===== src/rtl/matrix_loader_pkg.sv =====
// Shared types and constants for the nibble-serial matrix loader.
package matrix_loader_pkg;

    typedef enum logic [2:0] {
        S_IDLE,
        S_HDR,
        S_LD_A,
        S_LD_B,
        S_DONE,
        S_ERR
    } state_t;

    // Position of each dimension inside the header (arrival order).
    localparam int HDR_R1 = 0;
    localparam int HDR_C1 = 1;
    localparam int HDR_R2 = 2;
    localparam int HDR_C2 = 3;

    // Nibbles per element.
    function automatic int calc_npe(input int elem_w, input int nib_w);
        return elem_w / nib_w;
    endfunction

    // Elements must pack into a whole number of nibbles.
    function automatic bit elem_w_ok(input int elem_w, input int nib_w);
        return (nib_w > 0) && (elem_w >= nib_w) && ((elem_w % nib_w) == 0);
    endfunction

endpackage


===== src/rtl/nibble_packer.sv =====
// Assembles NPE nibbles (most significant first) into one element and
// pulses elem_valid combinationally on the nibble that completes it, so the
// caller can store elem_out on that same edge.
module nibble_packer
    import matrix_loader_pkg::*;
#(
    parameter int NIB_W  = 4,
    parameter int ELEM_W = 32
) (
    input  logic              CLK,
    input  logic              RST_N,
    input  logic              clear,
    input  logic              shift_en,
    input  logic [NIB_W-1:0]  nib_in,
    output logic [ELEM_W-1:0] elem_out,
    output logic              elem_valid
);

    localparam int NPE   = calc_npe(ELEM_W, NIB_W);
    localparam int CNT_W = (NPE > 1) ? $clog2(NPE) : 1;
    localparam logic [CNT_W-1:0] LAST = CNT_W'(NPE - 1);

    logic [ELEM_W-1:0] shift_q;
    logic [CNT_W-1:0]  cnt_q;

    // Shifting the older nibbles up keeps the first-arrived nibble in the MSBs.
    assign elem_out   = (shift_q << NIB_W) | ELEM_W'(nib_in);
    assign elem_valid = shift_en && (cnt_q == LAST);

    // Shift register and nibble counter; clear discards a partial element.
    always_ff @(posedge CLK or negedge RST_N) begin
        // NOTE: state registers use non-blocking assignments so every flop
        // samples pre-edge values regardless of statement order.
        if (!RST_N) begin
            shift_q <= '0;
            cnt_q   <= '0;
        end else if (clear) begin
            shift_q <= '0;
            cnt_q   <= '0;
        end else if (shift_en) begin
            shift_q <= elem_out;
            cnt_q   <= elem_valid ? '0 : cnt_q + 1'b1;
        end
    end

endmodule


===== src/rtl/matrix_stream_loader.sv =====
// Nibble-serial loader: parses a four-field dimension header, packs and
// stores matrix A then matrix B row-major, and serves a registered
// random-access read port until the downstream engine acks.
module matrix_stream_loader
    import matrix_loader_pkg::*;
#(
    parameter int NIB_W  = 4,
    parameter int ELEM_W = 32,
    parameter int MAX_R  = 4,
    parameter int MAX_C  = 4
) (
    input  logic                CLK,
    input  logic                RST_N,
    input  logic [NIB_W-1:0]    in_data,
    input  logic                in_hdr,
    input  logic                in_valid,
    output logic                in_ready,
    input  logic                rd_sel,
    input  logic [NIB_W-1:0]    rd_row,
    input  logic [NIB_W-1:0]    rd_col,
    output logic [ELEM_W-1:0]   rd_data,
    output logic [4*NIB_W-1:0]  dims,
    output logic                load_done,
    output logic                load_err,
    input  logic                ack
);

    if (!elem_w_ok(ELEM_W, NIB_W)) begin : g_bad_elem_w
        $error("ELEM_W must be a non-zero multiple of NIB_W");
    end

    localparam int RI_W = (MAX_R > 1) ? $clog2(MAX_R) : 1;
    localparam int CI_W = (MAX_C > 1) ? $clog2(MAX_C) : 1;
    localparam logic [NIB_W:0] MAX_R_W = (NIB_W+1)'(MAX_R);
    localparam logic [NIB_W:0] MAX_C_W = (NIB_W+1)'(MAX_C);

    state_t             state_q, state_d;
    logic [NIB_W-1:0]   dim_q [4];
    logic [NIB_W-1:0]   hdr_idx_q;
    logic [NIB_W-1:0]   row_q, col_q;
    logic               load_done_q, load_err_q;
    logic [ELEM_W-1:0]  rd_data_q;
    logic [ELEM_W-1:0]  mem [2][MAX_R][MAX_C];

    logic               hdr_acc, dat_acc, loading, sel_b;
    logic [NIB_W-1:0]   cur_r, cur_c;
    logic               row_last, col_last, last_elem, hdr_ok, rd_in_range;
    logic [NIB_W-1:0]   rd_lim_r, rd_lim_c;
    logic [ELEM_W-1:0]  elem;
    logic               elem_valid;

    function automatic logic dim_in_range(input logic [NIB_W-1:0] d,
                                          input logic [NIB_W:0]   max_d);
        return (d != '0) && ({1'b0, d} <= max_d);
    endfunction

    assign hdr_acc = in_valid && in_ready && in_hdr;
    assign dat_acc = in_valid && in_ready && !in_hdr;
    assign loading = (state_q == S_LD_A) || (state_q == S_LD_B);
    assign sel_b   = (state_q == S_LD_B);
    assign cur_r   = sel_b ? dim_q[HDR_R2] : dim_q[HDR_R1];
    assign cur_c   = sel_b ? dim_q[HDR_C2] : dim_q[HDR_C1];

    assign row_last  = (row_q == cur_r - 1'b1);
    assign col_last  = (col_q == cur_c - 1'b1);
    assign last_elem = elem_valid && row_last && col_last;

    // The incoming beat is C2 when the header completes, so it is checked live.
    assign hdr_ok = dim_in_range(dim_q[HDR_R1], MAX_R_W) &&
                    dim_in_range(dim_q[HDR_C1], MAX_C_W) &&
                    dim_in_range(dim_q[HDR_R2], MAX_R_W) &&
                    dim_in_range(in_data,       MAX_C_W) &&
                    (dim_q[HDR_C1] == dim_q[HDR_R2]);

    nibble_packer #(
        .NIB_W  (NIB_W),
        .ELEM_W (ELEM_W)
    ) u_packer (
        .CLK        (CLK),
        .RST_N      (RST_N),
        .clear      (!loading || hdr_acc),
        .shift_en   (loading && dat_acc),
        .nib_in     (in_data),
        .elem_out   (elem),
        .elem_valid (elem_valid)
    );

    // State register.
    always_ff @(posedge CLK or negedge RST_N) begin
        if (!RST_N) state_q <= S_IDLE;
        else        state_q <= state_d;
    end

    // Next-state and handshake decode.
    always_comb begin
        // NOTE: every output gets a default first so no path infers a latch.
        state_d  = state_q;
        in_ready = 1'b1;
        case (state_q)
            S_IDLE: if (hdr_acc) state_d = S_HDR;
            S_HDR: begin
                if (hdr_acc) begin
                    if (hdr_idx_q == NIB_W'(HDR_C2)) state_d = hdr_ok ? S_LD_A : S_ERR;
                end else if (dat_acc) begin
                    state_d = S_ERR;
                end
            end
            S_LD_A: begin
                if (hdr_acc)        state_d = S_HDR;
                else if (last_elem) state_d = S_LD_B;
            end
            S_LD_B: begin
                if (hdr_acc)        state_d = S_HDR;
                else if (last_elem) state_d = S_DONE;
            end
            S_DONE: begin
                in_ready = 1'b0;
                if (ack) state_d = S_IDLE;
            end
            S_ERR:   if (hdr_acc) state_d = S_HDR;
            default: state_d = S_IDLE;
        endcase
    end

    // Header capture: any header beat outside HDR restarts at R1.
    always_ff @(posedge CLK or negedge RST_N) begin
        if (!RST_N) begin
            for (int i = 0; i < 4; i++) dim_q[i] <= '0;
            hdr_idx_q <= '0;
        end else if (hdr_acc) begin
            if (state_q == S_HDR) begin
                dim_q[hdr_idx_q[1:0]] <= in_data;
                hdr_idx_q             <= hdr_idx_q + 1'b1;
            end else begin
                dim_q[HDR_R1] <= in_data;
                hdr_idx_q     <= NIB_W'(1);
            end
        end
    end

    // Row-major element position; wraps to 0,0 after the last element of A.
    always_ff @(posedge CLK or negedge RST_N) begin
        if (!RST_N) begin
            row_q <= '0;
            col_q <= '0;
        end else if (!loading || hdr_acc) begin
            row_q <= '0;
            col_q <= '0;
        end else if (elem_valid) begin
            if (col_last) begin
                col_q <= '0;
                row_q <= row_last ? '0 : row_q + 1'b1;
            end else begin
                col_q <= col_q + 1'b1;
            end
        end
    end

    // Status flags follow the state being entered, so they register with it.
    always_ff @(posedge CLK or negedge RST_N) begin
        if (!RST_N) begin
            load_done_q <= 1'b0;
            load_err_q  <= 1'b0;
        end else begin
            load_done_q <= (state_d == S_DONE);
            load_err_q  <= (state_d == S_ERR);
        end
    end

    // Element storage write on the completing nibble.
    always_ff @(posedge CLK) begin
        // NOTE: the arrays carry no reset; reads are gated by the loaded
        // dimensions, so stale contents are never visible.
        if (elem_valid) mem[sel_b][row_q[RI_W-1:0]][col_q[CI_W-1:0]] <= elem;
    end

    assign rd_lim_r    = rd_sel ? dim_q[HDR_R2] : dim_q[HDR_R1];
    assign rd_lim_c    = rd_sel ? dim_q[HDR_C2] : dim_q[HDR_C1];
    assign rd_in_range = (rd_row < rd_lim_r) && ({1'b0, rd_row} < MAX_R_W) &&
                         (rd_col < rd_lim_c) && ({1'b0, rd_col} < MAX_C_W);

    // Registered read port; out-of-range indices return zero.
    always_ff @(posedge CLK or negedge RST_N) begin
        if (!RST_N)           rd_data_q <= '0;
        else if (rd_in_range) rd_data_q <= mem[rd_sel][rd_row[RI_W-1:0]][rd_col[CI_W-1:0]];
        else                  rd_data_q <= '0;
    end

    assign rd_data   = rd_data_q;
    assign dims      = {dim_q[HDR_R1], dim_q[HDR_C1], dim_q[HDR_R2], dim_q[HDR_C2]};
    assign load_done = load_done_q;
    assign load_err  = load_err_q;

endmodule


===== config.mk =====
export PLATFORM = sky130hd
export DESIGN_NAME = matrix_stream_loader
export DESIGN_NICKNAME = d
export VERILOG_FILES = /design/src/rtl/matrix_loader_pkg.sv /design/src/rtl/nibble_packer.sv /design/src/rtl/matrix_stream_loader.sv
export SDC_FILE = /design/constraint.sdc
export NUM_CORES = 1
export LEC_CHECK = 0
export BUFFER_PORTS_ARGS = -buffer_cell sky130_fd_sc_hd__clkbuf_2
export CORE_MARGIN = 5
export CORE_UTILIZATION = 55
export CTS_CLUSTER_SIZE = 25
export DETAILED_ROUTE_END_ITERATION = 16
export PLACE_DENSITY = 0.71
export SLEW_MARGIN = 30
export SYNTH_ARGS = -nofsm -noshare
export SYNTH_HDL_FRONTEND = slang
export SYNTH_HIERARCHICAL = 1
export SYNTH_SLANG_ARGS = --single-unit

===== constraint.sdc =====
create_clock -name CLK -period 9.8 [get_ports CLK]
set_clock_uncertainty 0.2 [all_clocks]
set_input_delay 0.98 -clock CLK [delete_from_list [all_inputs] [get_ports CLK]]
set_output_delay 0.98 -clock CLK [all_outputs]
set_load 0.01 [all_outputs]

==> impl_metrics.tcl <==
set metrics [dict create \
    outcome "complete, no violations" \
    cap_viol_max_count 0 \
    max_slew_margin 0.191 \
    first_iter_violations 2549 \
    async_flop_share 0.0857 \
    path_class "flip-flop to flip-flop" \
    worst-endpoint-required_ps 9920 \
    synth_nets 1970 \
    setup_tns_ps 0 \
    synthCells 1931 \
    path_max_fanout 33 \
    maxClockFrequency_mhz 228 \
    regToRegSetupSlack_ps 5420 \
    reg2reg_to "mem[1][21]" \
    avgRoutedWirePerCell_um 30.9 \
    crit_arrival_ps 4500 \
    min_period_over_period 0.447 \
    cts_tree "built" \
    postRouteAntennaNets 0 \
    ctsResizeCount 0 \
    cpLargestDelayFamily "simple AND/OR/NAND/NOR gates" \
    syn_area_per_cell_sq_um 22.6 \
    die_w_um 291 \
    finalMaxSlewViolations 0 \
    dpl.hpwl_um 51300 \
    cp.depth 6 \
    final_cells 3198 \
    syn-cell-area_sq_mm 0.0436 \
    min_period_ps 4380 \
    reg2reg_depth 6 \
    critPathBufInv 1 \
    synth_edf_count 1024 \
    die_h_um 291 \
    hold_viol 0 \
    final_util 0.621 \
    switching_share 0.206 \
    yosysTopAreaCellShare 0.706 \
    ir_drop_v 0.000164 \
    max_stage_delay_ps 820 \
    p_comb_frac 0.031 \
    rsz0062_at_grt "no" \
    layout-drive-gt1-share 0.312 \
    via_count 20500 \
    ys_types 61 \
    track_usage 0.232 \
    yosys.area.top_type "edfxtp_1" \
    path_clk_slew_ps 70 \
    grt_max_degree 145 \
    worst_pin_slew_ps 1210 \
    synth_seq_cells 1120 \
    power_density_mw_per_mm2 195 \
    grt_pass1_vias 21100 \
    path_cells "and2b_2, and3b_4, and2_1, nand2_1, nor2_4, buf_4" \
    dp.cells 2992 \
    end_kind "flip-flop" \
    htreeDepth 3 \
    fillerInstances 5205 \
    cp_slowest_cell "nor2_4" \
    gp_congestion 0.807 \
    antenna_found_initial 0 \
    p_int_mw 7.57 \
    postCtsHoldBufs 0 \
    pwr-share-clk 0.424 \
    ys_warn_count 6 \
    synthTopCellsByArea "edfxtp_1 71%, mux4_2 17%, dfrtp_1 5.5%, mux2i_1 1.8%, nor2_1 0.99%" \
    first_pass_iters 5 \
    grt_pass1_wl_um 145000 \
    nets 2092 \
    via_per_inst 6.41 \
    cts_sinks 1120 \
    port_buffers 68 \
    ys_seq_area_frac 0.761 \
    p_sw_mw 1.97 \
    start_util 0.553 \
    coreArea_sq_mm 0.0787 \
    pwr-share-seq 0.544 \
    drcViolationCount 0 \
    num_io_pins 69 \
    rr_startpoint "state_q[1]" \
    area_growth_pct 12.3 \
    cts_setup_buffers 0 \
    n_antenna_cell 0 \
    setup_violations 0 \
    ctsLongestPathBuffers 3 \
    die_area_sq_mm 0.0849 \
    drt-total-wl_um 98900 \
    ys.flop_type "edfxtp_1" \
    cts_made_buffers 108 \
    p_leak_nw 17.5 \
    layout.area.seq_sq_mm 0.0332 \
    cp-endpoint "mem[1][21]" \
    multi_input_area_sq_mm 0.0101 \
    hold_class "input port to asynchronous set/reset pin" \
    num_rows 103 \
    gr-total-overflow 0 \
    startpoint "state_q[1]" \
    clk_latency_ps 680 \
    start_kind "flip-flop" \
    clockRootBuffer "clkbuf_16" \
]
-- sequential cells by signal, summed over array words and instances (netlist names) --
name	cells
state_q	3
dims	16
load_err	1
rd_data	32
mem	1024
row_q	4
u_packer/cnt_q	3
u_packer/shift_q	28
col_q	4
load_done	1
hdr_idx_q	4
-- per-layer routing --
metal | vias to the layer above | global-route usage | wire length, um
met5 | - | 0 | 0
met4 | 0 | 0.0605 | 2370
met3 | 166 | 0.0433 | 8810
met2 | 1009 | 0.365 | 48100
met1 | 11000 | 0.345 | 39600
li1 | 8340 | - | -
-- worst min path at each step --
stage / startpoint / to
2_1_floorplan: u_packer/cnt_q[2] / u_packer/cnt_q[2]
3_3_place_gp: u_packer/cnt_q[2] / u_packer/cnt_q[2]
3_5_place_dp: u_packer/cnt_q[2] / u_packer/cnt_q[2]
4_1_cts: RST_N / rd_data[19]
5_1_grt: RST_N / rd_data[19]
6_report: RST_N / rd_data[19]
-- metrics by stage --
step	worst slack [ps]	power [mW]	hold WS (ps)	cell area, sq um
floorplan	5810	5.50	256	43600
global placement	4980	5.59	265	45300
detailed placement	5070	5.59	286	45400
CTS	5440	9.60	122	48800
global route	5250	9.82	121	48900
finish	5420	9.54	81.6	48900
-- layout by cell type (no fill, tap or decap), drive strengths merged, types with 6 or more instances in the layout --
master,Yosys,layout
edfxtp,1024,1024
nor4,6,6
ha,21,21
nor2,115,115
bufinv,0,6
clkinv,0,45
mux4,320,320
buf,60,54
nand2,31,31
mux2i,79,79
o21ai,8,8
mux2,18,18
a211oi,6,6
inv,13,18
clkbuf,44,209
dfrtp,96,96
nor3,10,10
-- cells in the mapped netlist, drive strengths merged (4+ instances only) --
cell,number
nor3,10
xnor2,5
nand3b,4
o21ai,8
o21a,5
nand2b,4
nand2,31
dfrtp,96
mux2,18
clkbuf,44
buf,60
a211oi,6
and2,4
inv,13
ha,21
nor2,115
mux2i,79
edfxtp,1024
nor4,6
mux4,320
-- power by group through the flow --
stage | registers (mW) | logic, mW | clock network [mW]
detailed placement | 5.29 | 0.300 | 0
finish | 5.19 | 0.299 | 4.05
global placement | 5.29 | 0.296 | 0
floorplan | 5.28 | 0.214 | 0
CTS | 5.19 | 0.302 | 4.11
global route | 5.19 | 0.323 | 4.31
-- cell families (layout without fill, tap and decap cells) --
logic type      Yosys count  count (layout)  synth area share
mux                     417             417             0.188
xor+xnor                  8               8           0.00161
flops                  1120            1120             0.761
buf+inv                 117             334            0.0133
fa+ha+maj                21              21           0.00603
simple gates            198             198            0.0210
compound gates           50              50           0.00868
-- layout make-up --
class / instances / area share
sequential: 1120 / 0.679
inverter: 13 / 0.000998
clock buffer: 147 / 0.0605
timing repair buffer: 116 / 0.0167
tap: 1050 / 0.0269
clock inverter: 58 / 0.0104
multi-input combinational: 694 / 0.206
-- worst register-to-register path: cells and delay by family, from the launching register on --
family	cells	cell delay [ps]
buffers and inverters	1	520
DFF	1	590
and+or+nand+nor	5	2690
Power figures use the tool's default switching activity.
